===== config.mk =====
export PLATFORM = sky130hd
export DESIGN_NAME = imm_gen_stage_flat
export DESIGN_NICKNAME = d
export VERILOG_FILES = /design/src/rtl/imm_gen_stage_if.sv /design/src/rtl/imm_gen_stage.sv /design/src/flat_wrapper.sv
export SDC_FILE = /design/constraint.sdc
export NUM_CORES = 1
export LEC_CHECK = 0
export CAP_MARGIN = 20
export CORE_MARGIN = 5
export CORE_UTILIZATION = 50
export DETAILED_ROUTE_END_ITERATION = 10
export PLACE_DENSITY = 0.8
export SETUP_SLACK_MARGIN = 0.4
export SLEW_MARGIN = 30
export SYNTH_ARGS = -nofsm -noshare
export SYNTH_HDL_FRONTEND = slang
export SYNTH_SLANG_ARGS = --single-unit

===== constraint.sdc =====
create_clock -name clk -period 4.6 [get_ports clk]
set_input_delay 0.46 -clock clk [delete_from_list [all_inputs] [get_ports clk]]
set_output_delay 0.46 -clock clk [all_outputs]
set_load 0.05 [all_outputs]

===== src/rtl/imm_gen_stage_if.sv =====
// imm_gen_stage_if: handshake and data bundle for imm_gen_stage.
//   in side  : in_valid/in_ready, instruction, pc, ImmSel
//   out side : out_valid/out_ready, Imm_out, target_out, illegal_out
//   modport slave  : the stage itself
//   modport master : the upstream/downstream agent driving the stage
interface imm_gen_stage_if #(
    parameter int XLEN = 32
);
    logic            in_valid;
    logic            in_ready;
    logic [31:0]     instruction;
    logic [XLEN-1:0] pc;
    logic [2:0]      ImmSel;
    logic            out_valid;
    logic            out_ready;
    logic [XLEN-1:0] Imm_out;
    logic [XLEN-1:0] target_out;
    logic            illegal_out;

    modport slave (
        input  in_valid, instruction, pc, ImmSel, out_ready,
        output in_ready, out_valid, Imm_out, target_out, illegal_out
    );

    modport master (
        output in_valid, instruction, pc, ImmSel, out_ready,
        input  in_ready, out_valid, Imm_out, target_out, illegal_out
    );
endinterface


===== src/rtl/imm_gen_stage.sv =====
// imm_gen_stage: pipelined RV32I immediate generator with PC-relative target.
// Decode and pc+imm are combinational on the input side; results land in a
// 2-entry skid buffer (main + skid) so in_ready depends on registered state only.
//
// Ports:
//   clk    - rising-edge clock
//   reset  - asynchronous active-high reset
//   flush  - synchronous discard of all buffered entries (beats the handshakes)
//   bus    - imm_gen_stage_if.slave (input handshake + instruction/pc/ImmSel,
//            output handshake + Imm_out/target_out/illegal_out)
//
// Build option: IMM_AUTODECODE_EN - when defined, ImmSel is ignored and the
// format is derived from the opcode in instruction[6:0].
//
// state | meaning
// EMPTY | no entry held, outputs not valid
// ONE   | main register holds the head entry
// TWO   | main and skid both full, input stalled
module imm_gen_stage #(
    parameter int XLEN = 32
) (
    input  logic            clk,
    input  logic            reset,
    input  logic            flush,
    imm_gen_stage_if.slave  bus
);
    typedef enum logic [1:0] {EMPTY, ONE, TWO} state_e;
    typedef enum logic [2:0] {FMT_I, FMT_S, FMT_B, FMT_U, FMT_J, FMT_BAD} fmt_e;

    typedef struct packed {
        logic            illegal;
        logic [XLEN-1:0] target;
        logic [XLEN-1:0] imm;
    } entry_t;

    state_e state_q, state_d;
    entry_t main_q, main_d;
    entry_t skid_q, skid_d;
    entry_t new_entry;
    fmt_e   fmt;
    logic [31:0] imm32;
    logic   accept;
    logic   drain;

    always_comb begin
        fmt = FMT_BAD;
`ifdef IMM_AUTODECODE_EN
        case (bus.instruction[6:0])
            7'b0000011, 7'b0010011, 7'b1100111, 7'b1110011: fmt = FMT_I;
            7'b0100011:                                     fmt = FMT_S;
            7'b1100011:                                     fmt = FMT_B;
            7'b0110111, 7'b0010111:                         fmt = FMT_U;
            7'b1101111:                                     fmt = FMT_J;
            default:                                        fmt = FMT_BAD;
        endcase
`else
        case (bus.ImmSel)
            3'b000:  fmt = FMT_I;
            3'b001:  fmt = FMT_S;
            3'b010:  fmt = FMT_B;
            3'b011:  fmt = FMT_U;
            3'b100:  fmt = FMT_J;
            default: fmt = FMT_BAD;
        endcase
`endif
    end

`ifdef IMM_AUTODECODE_EN
    logic unused_sel;
    assign unused_sel = ^bus.ImmSel;
`else
    logic unused_opcode;
    assign unused_opcode = ^bus.instruction[6:0];
`endif

    // All formats sign-extend from instruction[31], so build the RV32 value
    // first and widen it with a signed cast for RV64.
    always_comb begin
        imm32 = '0;
        case (fmt)
            FMT_I:   imm32 = {{20{bus.instruction[31]}}, bus.instruction[31:20]};
            FMT_S:   imm32 = {{20{bus.instruction[31]}}, bus.instruction[31:25],
                              bus.instruction[11:7]};
            FMT_B:   imm32 = {{19{bus.instruction[31]}}, bus.instruction[31],
                              bus.instruction[7], bus.instruction[30:25],
                              bus.instruction[11:8], 1'b0};
            FMT_U:   imm32 = {bus.instruction[31:12], 12'b0};
            FMT_J:   imm32 = {{11{bus.instruction[31]}}, bus.instruction[31],
                              bus.instruction[19:12], bus.instruction[20],
                              bus.instruction[30:21], 1'b0};
            default: imm32 = '0;
        endcase
        new_entry.imm     = XLEN'($signed(imm32));
        new_entry.target  = bus.pc + new_entry.imm;
        new_entry.illegal = (fmt == FMT_BAD);
    end

    assign accept = bus.in_valid & bus.in_ready;
    assign drain  = bus.out_valid & bus.out_ready;

    always_comb begin
        state_d = state_q;
        main_d  = main_q;
        skid_d  = skid_q;
        if (flush) begin
            state_d = EMPTY;
        end else begin
            case (state_q)
                EMPTY: begin
                    if (accept) begin
                        state_d = ONE;
                        main_d  = new_entry;
                    end
                end
                ONE: begin
                    if (accept && drain) begin
                        main_d = new_entry;
                    end else if (accept) begin
                        state_d = TWO;
                        skid_d  = new_entry;
                    end else if (drain) begin
                        state_d = EMPTY;
                    end
                end
                TWO: begin
                    if (drain) begin
                        state_d = ONE;
                        main_d  = skid_q;
                    end
                end
                default: state_d = EMPTY;
            endcase
        end
    end

    always_ff @(posedge clk or posedge reset) begin
        if (reset) begin
            state_q <= EMPTY;
            main_q  <= '0;
            skid_q  <= '0;
        end else begin
            state_q <= state_d;
            main_q  <= main_d;
            skid_q  <= skid_d;
        end
    end

    assign bus.in_ready    = (state_q != TWO);
    assign bus.out_valid   = (state_q != EMPTY);
    assign bus.Imm_out     = main_q.imm;
    assign bus.target_out  = main_q.target;
    assign bus.illegal_out = main_q.illegal;
endmodule


===== src/flat_wrapper.sv =====
// flat-port wrapper written by rule: the top's interface ports become plain ports
module imm_gen_stage_flat 
#(
    parameter int XLEN = 32
)
  (clk, reset, flush, bus_in_valid, bus_instruction, bus_pc, bus_ImmSel, bus_out_ready, bus_in_ready, bus_out_valid, bus_Imm_out, bus_target_out, bus_illegal_out);
  imm_gen_stage_if #(.XLEN(XLEN)) bus_i ();
  input  logic clk;
  input  logic reset;
  input  logic flush;
  input wire logic [$bits(bus_i.in_valid)-1:0] bus_in_valid;
  input wire logic [$bits(bus_i.instruction)-1:0] bus_instruction;
  input wire logic [$bits(bus_i.pc)-1:0] bus_pc;
  input wire logic [$bits(bus_i.ImmSel)-1:0] bus_ImmSel;
  input wire logic [$bits(bus_i.out_ready)-1:0] bus_out_ready;
  output wire logic [$bits(bus_i.in_ready)-1:0] bus_in_ready;
  output wire logic [$bits(bus_i.out_valid)-1:0] bus_out_valid;
  output wire logic [$bits(bus_i.Imm_out)-1:0] bus_Imm_out;
  output wire logic [$bits(bus_i.target_out)-1:0] bus_target_out;
  output wire logic [$bits(bus_i.illegal_out)-1:0] bus_illegal_out;
  assign bus_i.in_valid = bus_in_valid;
  assign bus_i.instruction = bus_instruction;
  assign bus_i.pc = bus_pc;
  assign bus_i.ImmSel = bus_ImmSel;
  assign bus_i.out_ready = bus_out_ready;
  assign bus_in_ready = bus_i.in_ready;
  assign bus_out_valid = bus_i.out_valid;
  assign bus_Imm_out = bus_i.Imm_out;
  assign bus_target_out = bus_i.target_out;
  assign bus_illegal_out = bus_i.illegal_out;
  imm_gen_stage #(.XLEN(XLEN)) u_core (.clk(clk), .reset(reset), .flush(flush), .bus(bus_i));
endmodule

==> flow_metrics.py <==
metrics = {
    "status": {
        "status": "complete, no violations",
    },
    "placed_design": {
        "place_hpwl_mm": 14.6,
        "place_ws_ps": 191,
        "portBuffers": 131,
        "dp.cells": 1169,
        "place_congestion": 0.912,
    },
    "worst_setup_path": {
        "cp_slowest_stage_delay_ps": 660,
        "required_ps": 4910,
        "end_kind": "flip-flop",
        "crit_type": "in2reg",
        "worst-path-max-fanout": 10,
        "path_buf_inv": 3,
        "cp_cell_sequence": "clkdlybuf4s50_1, o21ai_0, nor2b_2, and2_1, buf_4, a21oi_1, inv_1, ha_1, and2_1, nand2_1, o211a_1, o31a_1, a21oi_2, mux2i_1, nand3_1",
        "startpoint_type": "primary input",
        "path_delay_family": "compound AO/OA/AOI/OAI gates",
        "cp_common_cell": "and2_1",
        "critPathSlowestCell": "clkdlybuf4s50_1",
        "cp.arrival_ps": 4270,
    },
    "sta": {
        "finalMaxSlewViolations": 0,
        "rsz0062_at_grt": "true",
        "relSlewSlack_pct": 39.7,
        "worstMarginPinSlew_ps": 904,
        "final-setup-viol-count": 0,
        "timing.final.crit_share_pct": 86.1,
        "setup_ws_ps": 640,
        "holdWs_ps": 477,
        "fmaxAchievable_mhz": 253,
        "final.min_clock_period_ps": 3960,
        "finalHoldViolations": 0,
        "tns_ps": 0,
        "skew_ps": 9.69,
    },
    "power": {
        "peakVddDrop_v": 0.000256,
        "cellLeakagePower_nw": 4.35,
        "p_per_area_nw_per_um2": 472,
    },
    "yosys": {
        "synth_cells": 890,
        "synth.distinct_cells": 49,
        "syn_area_um2": 7450,
        "synth_ff_type": "dfrtp_1",
        "synth.ff_latch_count": 132,
        "synth_seq_area_share_pct": 44.3,
        "syn_avg_cell_area_um2": 8.37,
        "yosys.area.top_type": "dfrtp_1",
        "yosysWarnings": 0,
        "synth_area_leaders": "dfrtp_1, nand2_1, a21oi_1, o21ai_0, ha_1",
        "synth_top_cell_area_share_pct": 44.3,
        "syn_nets": 994,
        "synthArstFlopShare_pct": 100,
        "synth_edf_count": 0,
    },
    "drt": {
        "vias": 6786,
        "ant_nets": 0,
        "drc": 0,
        "drtPass1Iterations": 5,
        "wl_per_cell_um": 17.1,
        "drt_iter0_drc": 538,
        "viasPerCell": 5.65,
        "wirelength_mm": 20.5,
    },
    "die": {
        "core_um2": 14600,
        "die_y_um": 132,
        "num_rows": 44,
        "io_pins": 139,
        "fp.dieW_um": 132,
        "initial_core_util_pct": 51.1,
        "die_area_um2": 17400,
    },
    "hold_path": {
        "holdCritPathClass": "reg2reg",
    },
    "global_routing": {
        "grt_pass1_vias": 6588,
        "grt_start_max_net_pins": 113,
        "grt_usage_pct": 23.3,
        "grt_overflow": 0,
        "grt_pass1_wl_mm": 32.9,
        "antenna_found_initial": 0,
    },
    "flow_run": {
        "cap_violations": 0,
    },
    "clocking": {
        "clockBufferDepth": 2,
        "insertion_delay_ps": 420,
        "numCtsBuffers": 17,
        "clockRootBuffer": "clkbuf_16",
        "htree_levels": 4,
        "cts_tree": "yes",
        "clock_sinks": 132,
        "clk_pin_slew_ps": 60,
        "holdBufCountCts": 0,
    },
    "layout": {
        "finish.utilization_pct": 65.5,
        "layout-drive-gt1-share_pct": 8.26,
        "nets": 1108,
        "syn_to_final_growth_pct": 28.3,
        "antenna_cells_inserted": 0,
        "fin_cells": 1201,
    },
}
[cell usage after synthesis, types with 2 or more instances]
master / count
xor2_1: 13
a22oi_1: 4
ha_1: 31
o21bai_1: 5
xnor2_1: 18
a21oi_1: 104
clkbuf_1: 50
o21ai_0: 101
o211ai_1: 4
and3_1: 8
o211a_1: 2
mux2_2: 18
inv_1: 37
nor2b_1: 8
buf_1: 4
nor2_1: 84
nand4_1: 2
nand4b_1: 2
o21ai_1: 5
a31oi_1: 17
mux2i_1: 5
nand2_1: 164
nand3_1: 10
nand2b_1: 4
or2_2: 2
a41oi_1: 3
a21o_1: 7
a211oi_1: 4
a21oi_2: 3
o31a_1: 3
o21a_1: 9
dfrtp_1: 132
and2_1: 4
nor3_1: 8
[report_power, final]
part,switching (mW),internal (mW),total [mW]
registers,0.164,1.46,1.62
logic,0.993,0.577,1.57
clock network,0.519,0.802,1.32
total,1.68,2.84,4.51
[layout make-up]
cell class | instances | area (um^2)
repair buffers | 149 | 1460
multi-input cells | 667 | 3840
fillers | 1186 | 5030
clock buffers | 22 | 484
well taps | 184 | 230
clock inverters | 10 | 97.6
flip-flops and latches | 132 | 3300
inverters | 37 | 141
[per-stage QoR]
step | total power [mW] | area, um^2
6_report | 4.51 | 9560
5_1_grt | 4.74 | 9560
4_1_cts | 4.53 | 9550
3_5_place_dp | 3.20 | 8970
3_3_place_gp | 3.16 | 8960
2_1_floorplan | 2.66 | 7450
[cells in the final DEF, fill, tap and decap left out, types with 4 or more instances in the layout]
cell type and instances:
a211oi_1 4, a21o_1 7, a21oi_1 104, a22oi_1 4, a31oi_1 17, and2_1 4, and3_1 8, buf_4 16
clkbuf_16 17, clkbuf_8 4, clkdlybuf4s50_1 131, dfrtp_1 132, ha_1 31, inv_1 36, mux2_2 18, mux2i_1 5
nand2_1 164, nand2b_1 4, nand3_1 9, nor2_1 83, nor2b_1 5, nor3_1 8, o211ai_1 4, o21a_1 9
o21ai_0 101, o21ai_1 5, o21bai_1 5, xnor2_1 18, xor2_1 13
[flip-flops by register name, indices dropped and copies added (netlist names)]
register                cells
u_core.bus.illegal_out      1
u_core.bus.target_out      32
u_core.bus.Imm_out         32
u_core.state_q              2
u_core.skid_q              65
[per-layer routing]
layer	part of all wire [%]	global-route usage [%]	wire, um	up-vias
met3	6.3	5.53	1290	50
met2	47	36.8	9640	243
met1	43	30.9	8830	3205
li1	-	-	-	3288
met5	0	0	0	-
met4	3.5	9.83	725	0
[repair_timing]
action,CTS,global route
hold endpoints to repair,0,0
resized for setup,0,2
endpoints found under the setup margin,0,10
setup buffers,0,0
[worst paths after layout]
path	slack, ps	cells after the start	end	startpoint
worst max-delay path	640	15	u_core.bus.target_out[31]	bus_ImmSel[2]
worst min-delay path	480	2	u_core.bus.target_out[28]	u_core.bus.target_out[28]
worst max register to register	2040	7	u_core.bus.Imm_out[29]	u_core.state_q[1]
worst min register to register	480	2	u_core.bus.target_out[28]	u_core.bus.target_out[28]
max in group asynchronous	3240	3	u_core.bus.Imm_out[10]	reset
min in group asynchronous	490	2	u_core.skid_q[57]	reset
[worst min-delay path: cells and delay by family, from the launching register on]
kind             cells  cell delay [ps]
DFF                  1              340
and+or+nand+nor      2              110
[kinds of logic after synthesis]
kind of cell	Yosys count	synth area share, %
simple gates	300	16.7
compound gates	281	21.8
flops	132	44.3
buf+inv	91	4.58
fa+ha+maj	32	5.47
xor+xnor	31	3.64
mux	23	3.39
(Power assumes the default switching activity.)
